[src/rtl/vec_pack_sched.sv]
// vec_pack_sched: two-requester scheduler in front of the vector pack datapath.
// Each granted (a, b) pair is packed as
//   {bswap32(a[63:32]), PAD_BYTE, b[23:0]}
// and returned through a one-entry registered output stage tagged with the
// index of the requester that produced it.
//
// Ports:
//   clk                      clock, all state on the rising edge
//   rst                      synchronous reset, active-high
//   req0_valid/a/b, req0_ready   requester 0 valid/ready port
//   req1_valid/a/b, req1_ready   requester 1 valid/ready port
//   out_valid/data/src, out_ready  result port (src = producing requester)
//   stats_clr, cnt0, cnt1    accept counters, present only with
//                            VEC_PACK_SCHED_STATS_EN defined
//
// Optional feature macro: VEC_PACK_SCHED_STATS_EN
//
// state | meaning
// EMPTY | output stage holds no result (out_valid=0)
// FULL  | output stage holds a result  (out_valid=1)
module vec_pack_sched #(
  parameter logic [7:0] PAD_BYTE    = 8'h00,
  parameter int         ROUND_ROBIN = 1,
  parameter int         CNT_W       = 16
) (
  input  logic             clk,
  input  logic             rst,
  input  logic             req0_valid,
  input  logic [63:0]      req0_a,
  input  logic [63:0]      req0_b,
  output logic             req0_ready,
  input  logic             req1_valid,
  input  logic [63:0]      req1_a,
  input  logic [63:0]      req1_b,
  output logic             req1_ready,
  output logic             out_valid,
  output logic [63:0]      out_data,
  output logic             out_src,
`ifdef VEC_PACK_SCHED_STATS_EN
  input  logic             stats_clr,
  output logic [CNT_W-1:0] cnt0,
  output logic [CNT_W-1:0] cnt1,
`endif
  input  logic             out_ready
);

  typedef enum logic {EMPTY = 1'b0, FULL = 1'b1} state_t;

  state_t      state, state_nxt;
  logic        prio, prio_nxt;
  logic        grant, can_load, accept;
  logic [63:0] data_nxt;
  logic        src_nxt;
  logic [31:0] a_hi;
  logic [23:0] b_lo;

  // Operand bits outside the pack window never reach the outputs.
  logic unused_bits;
  assign unused_bits = ^{req0_a[31:0], req0_b[63:24], req1_a[31:0], req1_b[63:24]};

  assign out_valid = (state == FULL);
  assign can_load  = !out_valid || out_ready;
  // Requester 1 wins when it is alone, or when both ask and it holds priority.
  assign grant     = req1_valid && (!req0_valid || ((ROUND_ROBIN != 0) && prio));

  always_comb begin
    state_nxt  = state;
    data_nxt   = out_data;
    src_nxt    = out_src;
    prio_nxt   = prio;
    req0_ready = can_load && !grant && !rst;
    req1_ready = can_load && grant && !rst;
    accept     = (req0_valid && req0_ready) || (req1_valid && req1_ready);
    a_hi       = grant ? req1_a[63:32] : req0_a[63:32];
    b_lo       = grant ? req1_b[23:0]  : req0_b[23:0];

    case (state)
      EMPTY: begin
        if (accept) state_nxt = FULL;
      end
      FULL: begin
        if (!accept && out_ready) state_nxt = EMPTY;
      end
      default: state_nxt = EMPTY;
    endcase

    if (accept) begin
      data_nxt = {a_hi[7:0], a_hi[15:8], a_hi[23:16], a_hi[31:24], PAD_BYTE, b_lo};
      src_nxt  = grant;
      if (ROUND_ROBIN != 0) prio_nxt = !grant;
    end
  end

  always_ff @(posedge clk) begin
    if (rst) begin
      state    <= EMPTY;
      out_data <= '0;
      out_src  <= 1'b0;
      prio     <= 1'b0;
    end else begin
      state    <= state_nxt;
      out_data <= data_nxt;
      out_src  <= src_nxt;
      prio     <= prio_nxt;
    end
  end

`ifdef VEC_PACK_SCHED_STATS_EN
  always_ff @(posedge clk) begin
    if (rst || stats_clr) begin
      cnt0 <= '0;
      cnt1 <= '0;
    end else if (accept) begin
      if (grant) cnt1 <= cnt1 + 1'b1;
      else       cnt0 <= cnt0 + 1'b1;
    end
  end
`else
  localparam int unused_cnt_w = CNT_W;
`endif

endmodule
[config.mk]
export PLATFORM = sky130hd
export DESIGN_NAME = vec_pack_sched
export DESIGN_NICKNAME = d
export VERILOG_FILES = /design/src/rtl/vec_pack_sched.sv
export SDC_FILE = /design/constraint.sdc
export NUM_CORES = 1
export LEC_CHECK = 0
export ABC_AREA = 1
export ABC_CLOCK_PERIOD_IN_PS = 1550
export BUFFER_PORTS_ARGS = -buffer_cell sky130_fd_sc_hd__buf_2
export CORE_AREA = 2 2 129 131
export CTS_CLUSTER_DIAMETER = 120
export DETAILED_ROUTE_END_ITERATION = 10
export DIE_AREA = 0 0 131 133
export GPL_TIMING_DRIVEN = 0
export PLACE_DENSITY_LB_ADDON = 0.08
export SETUP_SLACK_MARGIN = 0.2
export SKIP_CTS_REPAIR_TIMING = 1
export SYNTH_ARGS = -nofsm -noshare
export SYNTH_HDL_FRONTEND = slang
export SYNTH_SLANG_ARGS = --single-unit
[constraint.sdc]
create_clock -name clk -period 1.55 [get_ports clk]
set_input_delay 0.155 -clock clk [delete_from_list [all_inputs] [get_ports clk]]
set_output_delay 0.155 -clock clk [all_outputs]
set_load 0.05 [all_outputs]
* Word-level counts from Yosys, hierarchy flattened
Cells that the tools add are included.
** Storage, ports and cells
- Flip-flop bits (word level) :: 59
- Input bits :: 261
- Output and inout bits :: 68
- Logic and storage cells :: 26
** Cells by class
- Multiplexer cells :: 5
- Bitwise gates (word level) :: 1
- Reduce and logical (&&, ||, !) cells :: 16
** Operators by type and width (count)
- 2-to-1 mux 32 bit :: 1
- 2-to-1 mux 24 bit :: 1
- logical AND 1 bit :: 8
- logical NOT 1 bit :: 5
- logical OR 1 bit :: 3
- 2-to-1 mux 1 bit :: 2
- one-hot mux 1 bit (2 select lines) :: 1
- inverter 1 bit :: 1

* Depth between registers and ports, before layout
Gate-level depths: netlist (run 1).
- Depth after elaboration :: 12
- Gate-level depth with buffers :: 11
- Gate-level depth less buffers :: 9

* Worst setup path after synthesis (run 1)
No wires, ideal clock.
- Path kind :: reg2reg
- Start :: register state (netlist: out_valid)
- End :: register out_src
- Library setup time :: 0.116 ns
- Arrival :: 1.699 ns
- Required time :: 1.434 ns
- Setup slack :: -0.265 ns
- Cell stages (with the launch flop) :: 7
- Buffers on the path :: 0
- Period minus slack after synthesis :: 1.815 ns
- Cells stage by stage :: dfxtp_1 > nand2_1 > nand2_1 > nor2_1 > nand2_1 > nand3_1 > nand2_1
** On the way
- Longest elaborated chain between the ends :: 6
- Elaborated cells on any way between the ends :: 9
- Those cells by class :: 9 x reduce/logical
** RTL lines
- from (decl) :: RTL line 49 : state_t state, state_nxt;
- from (signal assigned) :: RTL line 101 : state <= state_nxt;
- logical NOT 1 bit :: RTL line 62 : assign can_load = !out_valid || out_ready;
- logical OR 1 bit :: RTL line 62
- logical AND 1 bit (2 in series) :: RTL line 71 : req0_ready = can_load && !grant && !rst;
- named net req0_ready :: RTL line 31 : output logic req0_ready,
- logical AND 1 bit :: RTL line 73 : accept = (req0_valid && req0_ready) || (req1_valid && req1_ready);
- logical OR 1 bit :: RTL line 73
- to (signal assigned) :: RTL line 103 : out_src <= src_nxt;
- to (decl) :: RTL line 38 : output logic out_src,
The timed path passes the listed nets, and every way through them passes these cells.
A chain may end at the register's enable or synchronous reset.

* Worst setup path after layout (run 1)
- Start :: register prio
- End :: output port req1_ready
** On the way
- Longest elaborated chain between the ends :: 4
** RTL lines
- from (decl) :: RTL line 50 : logic prio, prio_nxt;
- from (signal assigned) :: RTL line 104 : prio <= prio_nxt;
- logical OR 1 bit :: RTL line 64 : assign grant = req1_valid && (!req0_valid || ((ROUND_ROBIN != 0) && prio));
- logical AND 1 bit :: RTL line 64
- logical AND 1 bit (2 in series) :: RTL line 72 : req1_ready = can_load && grant && !rst;
- to (decl) :: RTL line 35 : output logic req1_ready,
No other way between the ends.

==> results of run 1 <==
==> path summary, 6_finish.rpt <==
path | start | endpoint | depth (start not counted)
setup / recovery | prio | req1_ready | 8
hold / removal | rst | prio | 2
setup reg to reg | prio | out_data[11] | 10
hold reg to reg | out_src | out_src | 2
==> worst max-delay path: cells and delay by family (launching register included) <==
| family | cells | cell delay [ns] |
|---|---|---|
| AND/OR/NAND/NOR | 3 | 0.23 |
| buffers and inverters | 5 | 0.44 |
| flip-flops | 1 | 0.33 |
==> per-stage QoR <==
stage	cell area [µm²]	instances	power (mW)
floorplan	3310	578	2.78
global route	5620	1017	5.63
detailed placement	4470	974	3.23
global placement	4470	974	3.22
CTS	4730	990	5.05
finish	5620	1017	5.33
==> cell usage in the layout (no fill, tap or decap) <==
cell	synthesis	final
a21oi_1	1	1
nor2_2	0	5
clkbuf_2	0	1
nand2_8	0	1
inv_2	2	10
buf_1	4	4
clkbuf_16	0	20
nor2_4	0	1
nor2_1	113	107
clkbuf_1	6	7
nand3_2	0	12
nand2_2	2	33
clkbuf_4	0	2
nand3_4	0	1
buf_2	16	179
buf_6	0	13
buf_12	0	6
nand2_1	229	192
buf_4	18	15
a21oi_4	0	1
nand3_1	58	45
clkinv_8	0	1
a31oi_1	1	1
nand2_4	0	5
conb_1	1	8
dfxtp_1	59	57
buf_8	0	13
dfxtp_2	0	2
clkinv_2	0	3
inv_1	60	51
==> layout make-up <==
type                    count  area [µm²]
multi-input cells         413        1870
repair buffers            203        1360
flip-flops and latches     59        1180
well taps                 220         275
plain buffers              44         433
inverters                  62         245
fillers                  1845       10600
clock inverters             3        15.0
clock buffers              13         240
==> state kept, by name (all words and copies together) (netlist names) <==
name,count
out_data,56
out_src,1
out_valid,1
prio,1
==> metal layers <==
metal | GRT usage (%) | vias to the layer above
met4 | 5.56 | 0
met5 | 0 | -
met2 | 20.6 | 134
met1 | 16.6 | 1733
met3 | 3.88 | 12
li1 | - | 2120
==> power by group <==
| part | internal, mW | switching, mW | leakage (nW) |
|---|---|---|---|
| sequential | 1.65 | 0.0647 | 0.488 |
| clock | 1.07 | 0.714 | 0.127 |
| combinational | 0.690 | 1.14 | 2.58 |
==> cells by family after synthesis <==
group	Yosys count
AOI/OAI and AO/OA	3
buffers and inverters	106
DFF	59
other	1
and+or+nand+nor	402
==> impl_results.md, run 1 <==
- Status: finished, final reports clean
- Compound-Gate Fraction of Synth Area: 0.611%
- Post-synth cell types: 15
- Post-Synth Simple-Gate Area: 48.4%
- CTS root buf: clkbuf_16
- Max_cap viols: 0
- Critical Path AT: 1.35 ns
- Final period utilization: 97.3%
- Max IR drop VDD: 0.461 mV
- Port buffer count: 176
- Routed WL: 12700 µm
- Largest net degree at the start of global routing: 11
- DRC viols: 0
- DPL Wire Length: 8930 µm
- Fin. Hold Viols: 0
- Top layer in use: met4
- Ranking of synthesized cells by instance count: nand2_1 (229), nor2_1 (113), inv_1 (60), dfxtp_1 (59), nand3_1 (58)
- First-pass GRT wire length: 17600 µm
- IO Count: 329
- Layout cells sized above 1: 40.7%
- Cells after synthesis: 571
- Clock-pin slew on the worst setup and hold paths: 0.05 ns
- Met3 WL: 876 µm
- Synth async-reset ratio: 0%
- Via count: 3999
- Mux cell area share after synthesis: 0%
- Gpl congestion: 0.809
- Crit path kind: flop to output pin
- Final worst setup slack: 0.0419 ns
- Placement Rows: 47
- Ant diodes: 0
- Setup slack, reg-to-reg: 0.11 ns
- Post-synth EDFFs: 0
- M1 WL: 5900 µm
- RSZ-0062 raised after global routing: yes
- Critical-path top delay cell: dfxtp_2
- Via density per instance: 3.93
- Num CTS Buffers: 9
- Final-report max-slew violation count: 0
- Die span in x: 131 µm
- Xor/xnor share of the synthesized area: 0%
- Core ar.: 16200 µm²
- Worst path cell trace: inv_2 -> nand2_4 -> nand2_8 -> buf_12 -> clkinv_8 -> nand3_4 -> inv_2 -> buf_8
- Top cell by count, worst path: inv_2
- Seq cells post-synth: 59
- Yosys warning count: 0
- Final core occ: 34.7%
- H-tree levels: 3
- Setup violators final: 0
- Leading area contributor after synthesis: dfxtp_1
- Cell Pwr Density: 949 nW/µm²
- Seq/Total Area, Yosys: 36.0%
- P_leak: 3.19 nW
- Setup Skew: 0.00369 ns
- Post-synthesis adder-cell area fraction: 0%
- Grt ovf: 0
- GRT Util Overall: 13.1%
- DIE HEIGHT: 133 µm
- Initial Util: 20.3%
- Synth Area per Inst: 5.74 µm²
- Critical Path Source Type: flop
- CTS Sinks: 59
- Met2 wire length: 5770 µm
- Pre-CTS WS: -0.0555 ns
- CP endpoint kind: output pin
- Area Growth Syn to Fin: 71.5%
- Min Tclk post-route: 1.51 ns
- WHS: 0.0214 ns
- Post-Syn Area: 3280 µm²
- Clk_lat worst skew: 0.34 ns
- First-pass detailed-route iteration total: 4
- Initial antenna violation count: 0
- Initial DRC count: 122
- Worst Hold Class: input port to flop
- Synth Flop Type: dfxtp_1
- Largest family of logic cells by synthesized area: simple AND/OR/NAND/NOR gates
- Fin Setup TNS: 0 ns
- Final nets: 1053
- Vias in the first global route: 3677
- Area contributors post-synth: dfxtp_1 (36%), nand2_1 (26%), nor2_1 (13%)
- Clk buf depth: 2
- Fmax: 663 MHz
- Post-route ant nets: 0
- Die area: 17400 µm²
- CP Data Required Time: 1.39 ns
- TritonCTS clock tree: built
- Most numerous cell in the Yosys netlist: nand2_1
- Top cell type's share of synthesized area: 36.0%
- CP peak stage delay: 0.33 ns
- CP max FO: 4
- Avg WL per Cell: 12.5 µm
(Power assumes the default switching activity.)
==> inputs of run 2 (changes only) <==
--- a/config.mk
+++ b/config.mk
@@ -8,3 +8,2 @@
 export ABC_AREA = 1
-export ABC_CLOCK_PERIOD_IN_PS = 1550
 export BUFFER_PORTS_ARGS = -buffer_cell sky130_fd_sc_hd__buf_2
==> constraint.sdc (replaced) <==
create_clock -name clk -period 1.55 [get_ports clk]
set_input_delay 0.31 -clock clk [delete_from_list [all_inputs] [get_ports clk]]
set_output_delay 0.31 -clock clk [all_outputs]
set_load 0.05 [all_outputs]
==> run 2 against run 1 <==
  * The flow now finishes with violations (negative setup slack)
  * Worst setup slack worse by 0.14 ns
  * Clock power up 23%
  * Sequential cell count unchanged
  * Worst hold slack better by 0.16 ns
  * Sequential share of layout area up 1.3 points
  * Critical path depth unchanged
  * Global-route usage down 0.12 points
  * Core utilization down 1.9 points
==> impl_results.md, run 2 (synthesis gave the netlist of run 1 again) <==
- Die span in x: 131 µm
- Placed Area: 4480 µm²
- Routed WL: 12000 µm
- Final period utilization: 106%
- H-tree levels: 3
- Clk buf depth: 2
- Critical Path AT: 1.33 ns
- Worst Hold Class: input port to flop
- Max reg flops: 56
- Fin Setup TNS: -0.141 ns
- Max_cap viols: 0
- Crit path kind: flop to output pin
- Via count: 3950
- Clock-pin slew on the worst setup and hold paths: 0.05 ns
- DPL Wire Length: 8860 µm
- Max IR drop VDD: 0.486 mV
- Initial DRC count: 104
- Largest net degree at the start of global routing: 11
- Die area: 17400 µm²
- DRC viols: 0
- Non-filler cells, final: 1007
- Most frequent cells in the layout: nand2_1 (227), buf_2 (180), nor2_1 (112)
- Cell Pwr Density: 1050 nW/µm²
- GRT Util Overall: 13.0%
- Setup Skew: 0.00328 ns
- Fin. Hold Viols: 0
- Fmax: 608 MHz
- IO Count: 329
- Gpl congestion: 0.785
- Post-route ant nets: 0
- Power Total: 5.59 mW
- CP Data Required Time: 1.24 ns
- CP max FO: 4
- Failing checks: negative setup slack
- Avg WL per Cell: 11.9 µm
- Status: finished with violations
- RSZ-0062 raised after global routing: yes
- CP endpoint kind: output pin
- Grt ovf: 0
- First-pass GRT wire length: 17500 µm
- Post-route cell area: 5310 µm²
- Layout cells sized above 1: 32.7%
- CTS Sinks: 59
- Final nets: 1042
- Initial antenna violation count: 0
- Setup violators final: 2
- First-pass detailed-route iteration total: 4
- Commonest non-fill, non-tap cell in the layout: nand2_1
- Biggest register: out_data
- Placement Rows: 47
- WHS: 0.183 ns
- Area Growth Syn to Fin: 62.0%
- Final-report max-slew violation count: 0
- P_leak: 3.08 nW
- Port buffer count: 176
- Vias in the first global route: 3595
- Final worst setup slack: -0.0941 ns
- Placed Instances: 974
- Initial Util: 20.3%
- Final core occ: 32.8%
- Num CTS Buffers: 9
- Min Tclk post-route: 1.64 ns
- TritonCTS clock tree: built
- Critical R2R Launch: prio
- Critical path origin: prio
- Core ar.: 16200 µm²
- Clk_lat worst skew: 0.33 ns
- Pre-CTS WS: -0.340 ns
- DIE HEIGHT: 133 µm
- Hold path start: rst
- Critical Path Source Type: flop
- CTS root buf: clkbuf_16
- Via density per instance: 3.92
[run 2: cell types whose count changed in the layout (fill, tap and decap cells not counted), sizes merged]
cell and delta:
clkinv -3, clkinvlp +1, buf -12, inv +1
bufinv +2, diode +1
[run 2: layout make-up]
cell class | count | area, µm²
Tap cell | 220 | 275
Sequential cell | 59 | 1190
Buffer | 43 | 379
Fill cell | 1846 | 10900
Inverter | 62 | 244
Multi-Input combinational cell | 413 | 1680
Timing Repair Buffer | 193 | 1210
Clock inverter | 4 | 71.3
Antenna cell | 1 | 2.50
Clock buffer | 12 | 256
[run 2: path summary, 6_finish.rpt]
check / to / slack (ns) / depth (start not counted)
max: req1_ready / -0.09 / 8
min: out_valid / 0.18 / 2
max reg2reg: out_data[1] / 0.08 / 11
min reg2reg: prio / 0.47 / 2
[run 2: report_power, final]
group / internal (mW) / leakage, nW / switching, mW
sequential: 1.65 / 0.488 / 0.0623
clock: 1.49 / 0.163 / 0.718
combinational: 0.598 / 2.43 / 1.07
[run 2: per-layer routing]
| layer | vias up | routed length (µm) | global-route usage (%) |
|---|---|---|---|
| li1 | 2102 | - | - |
| met1 | 1707 | 5650 | 16.7 |
| met2 | 127 | 5200 | 20.0 |
| met3 | 14 | 983 | 4.16 |
| met4 | 0 | 157 | 5.32 |
| met5 | - | 0 | 0 |
[run 2: worst max-delay path: stages, from the launching register on]
cell        delay (ns)
dfxtp_2           0.33
inv_2             0.04
nand2_4           0.07
nand2_4           0.07
buf_8             0.13
inv_8             0.05
nand3_4           0.07
clkinvlp_4        0.09
buf_8             0.14
==> inputs of run 3 (changes only) <==
- GPL_TIMING_DRIVEN: 0 -> unset
==> run 3 against run 2 <==
  * The run now ends clean
  * Worst hold slack better by 0.0075 ns
  * Via count shrank 1.6%
  * Final cell count is 3.1% lower
  * Power shrank 9.3%
  * Critical path type unchanged
  * Largest cell class unchanged
==> impl_results.md, run 3 (synthesis gave the netlist of run 1 again) <==
- Status: finished, final reports clean
- H-tree levels: 3
- Clk_lat worst skew: 0.33 ns
- Final core occ: 31.6%
- Biggest register: out_data
- Final period utilization: 98.4%
- CTS root buf: clkbuf_16
- GRT Util Overall: 11.7%
- First-pass detailed-route iteration total: 4
- Final nets: 1014
- Fmax: 656 MHz
- Setup violators final: 0
- Core ar.: 16200 µm²
- Placed Area: 4360 µm²
- Fin. Hold Viols: 0
- Placement Rows: 47
- Num CTS Buffers: 9
- Pre-CTS WS: -0.0232 ns
- Die area: 17400 µm²
- Grt ovf: 0
- Ant diodes: 0
- Largest net degree at the start of global routing: 44
- Area Growth Syn to Fin: 55.8%
- IO Count: 329
- Via count: 3885
- WHS: 0.191 ns
- Via density per instance: 3.98
- Vias in the first global route: 3251
- Min Tclk post-route: 1.52 ns
- P_leak: 2.95 nW
- Commonest non-fill, non-tap cell in the layout: nand2_1
- Initial DRC count: 127
- DIE HEIGHT: 133 µm
- Setup Skew: 0.00484 ns
- Critical Path AT: 1.21 ns
- Max reg flops: 56
- DRC viols: 0
- Cell Pwr Density: 993 nW/µm²
- RSZ-0062 raised after global routing: yes
- Initial Util: 20.3%
- Max_cap viols: 0
- Port buffer count: 176
- CP Data Required Time: 1.24 ns
- Power Total: 5.07 mW
- Clock-pin slew on the worst setup and hold paths: 0.05 ns
- CP max FO: 3
- DPL Wire Length: 7880 µm
- Die span in x: 131 µm
- Layout cells sized above 1: 34.3%
- Final-report max-slew violation count: 0
- Crit path kind: flop to output pin
- CTS Sinks: 59
- Max IR drop VDD: 0.467 mV
- Clk buf depth: 2
- Avg WL per Cell: 12.0 µm
- Most frequent cells in the layout: nand2_1 (206), buf_2 (174), nor2_1 (108)
- Critical Path Source Type: flop
- Post-route cell area: 5100 µm²
- Initial antenna violation count: 1
- Gpl congestion: 0.707
- Final worst setup slack: 0.0253 ns
- TritonCTS clock tree: built
- Routed WL: 11700 µm
- Post-route ant nets: 0
- First-pass GRT wire length: 15800 µm
- Worst Hold Class: input port to flop
- CP endpoint kind: output pin
-- run 3: critical path: stages (launching register included) --
cell        delay, ns
dfxtp_2          0.33
inv_2            0.04
nand2_4          0.06
nand2_4          0.06
inv_4            0.07
nand3_4          0.09
clkinvlp_4       0.09
buf_8            0.14
-- run 3: final timing paths --
kind / slack, ns / startpoint / cells after the start / to
max: 0.03 / prio / 7 / req1_ready
min: 0.19 / rst / 2 / out_valid
max reg2reg: 0.05 / prio / 11 / out_data[49]
min reg2reg: 0.46 / out_src / 2 / out_src
-- run 3: routing by layer --
| metal | vias up | GRT usage, % | part of all wire, % |
|---|---|---|---|
| met5 | - | 0 | 0.094 |
| met4 | 2 | 5.14 | 1.5 |
| met3 | 13 | 4.37 | 8.7 |
| met2 | 131 | 18.4 | 45 |
| met1 | 1698 | 14.3 | 45 |
| li1 | 2041 | - | - |
-- run 3: per-stage QoR --
step           TNS (ns)  cells
2_1_floorplan         0    578
3_3_place_gp          0    942
3_5_place_dp    -0.0232    942
4_1_cts          -0.445    956
5_1_grt          -0.326    976
6_report              0    976
-- run 3: layout make-up --
| cell class | count | area, µm² |
|---|---|---|
| fillers | 1854 | 11100 |
| multi-input cells | 413 | 1750 |
| clock inverters | 4 | 20.0 |
| repair buffers | 208 | 1400 |
| flip-flops and latches | 59 | 1190 |
| inverters | 62 | 239 |
| clock buffers | 10 | 229 |
| well taps | 220 | 275 |
-- run 3: report_power, final --
part | switching (mW) | leakage (nW) | internal [mW]
Clock | 0.669 | 0.128 | 1.05
Sequential | 0.0610 | 0.488 | 1.65
Combinational | 1.08 | 2.33 | 0.566
Total | 1.81 | 2.95 | 3.26
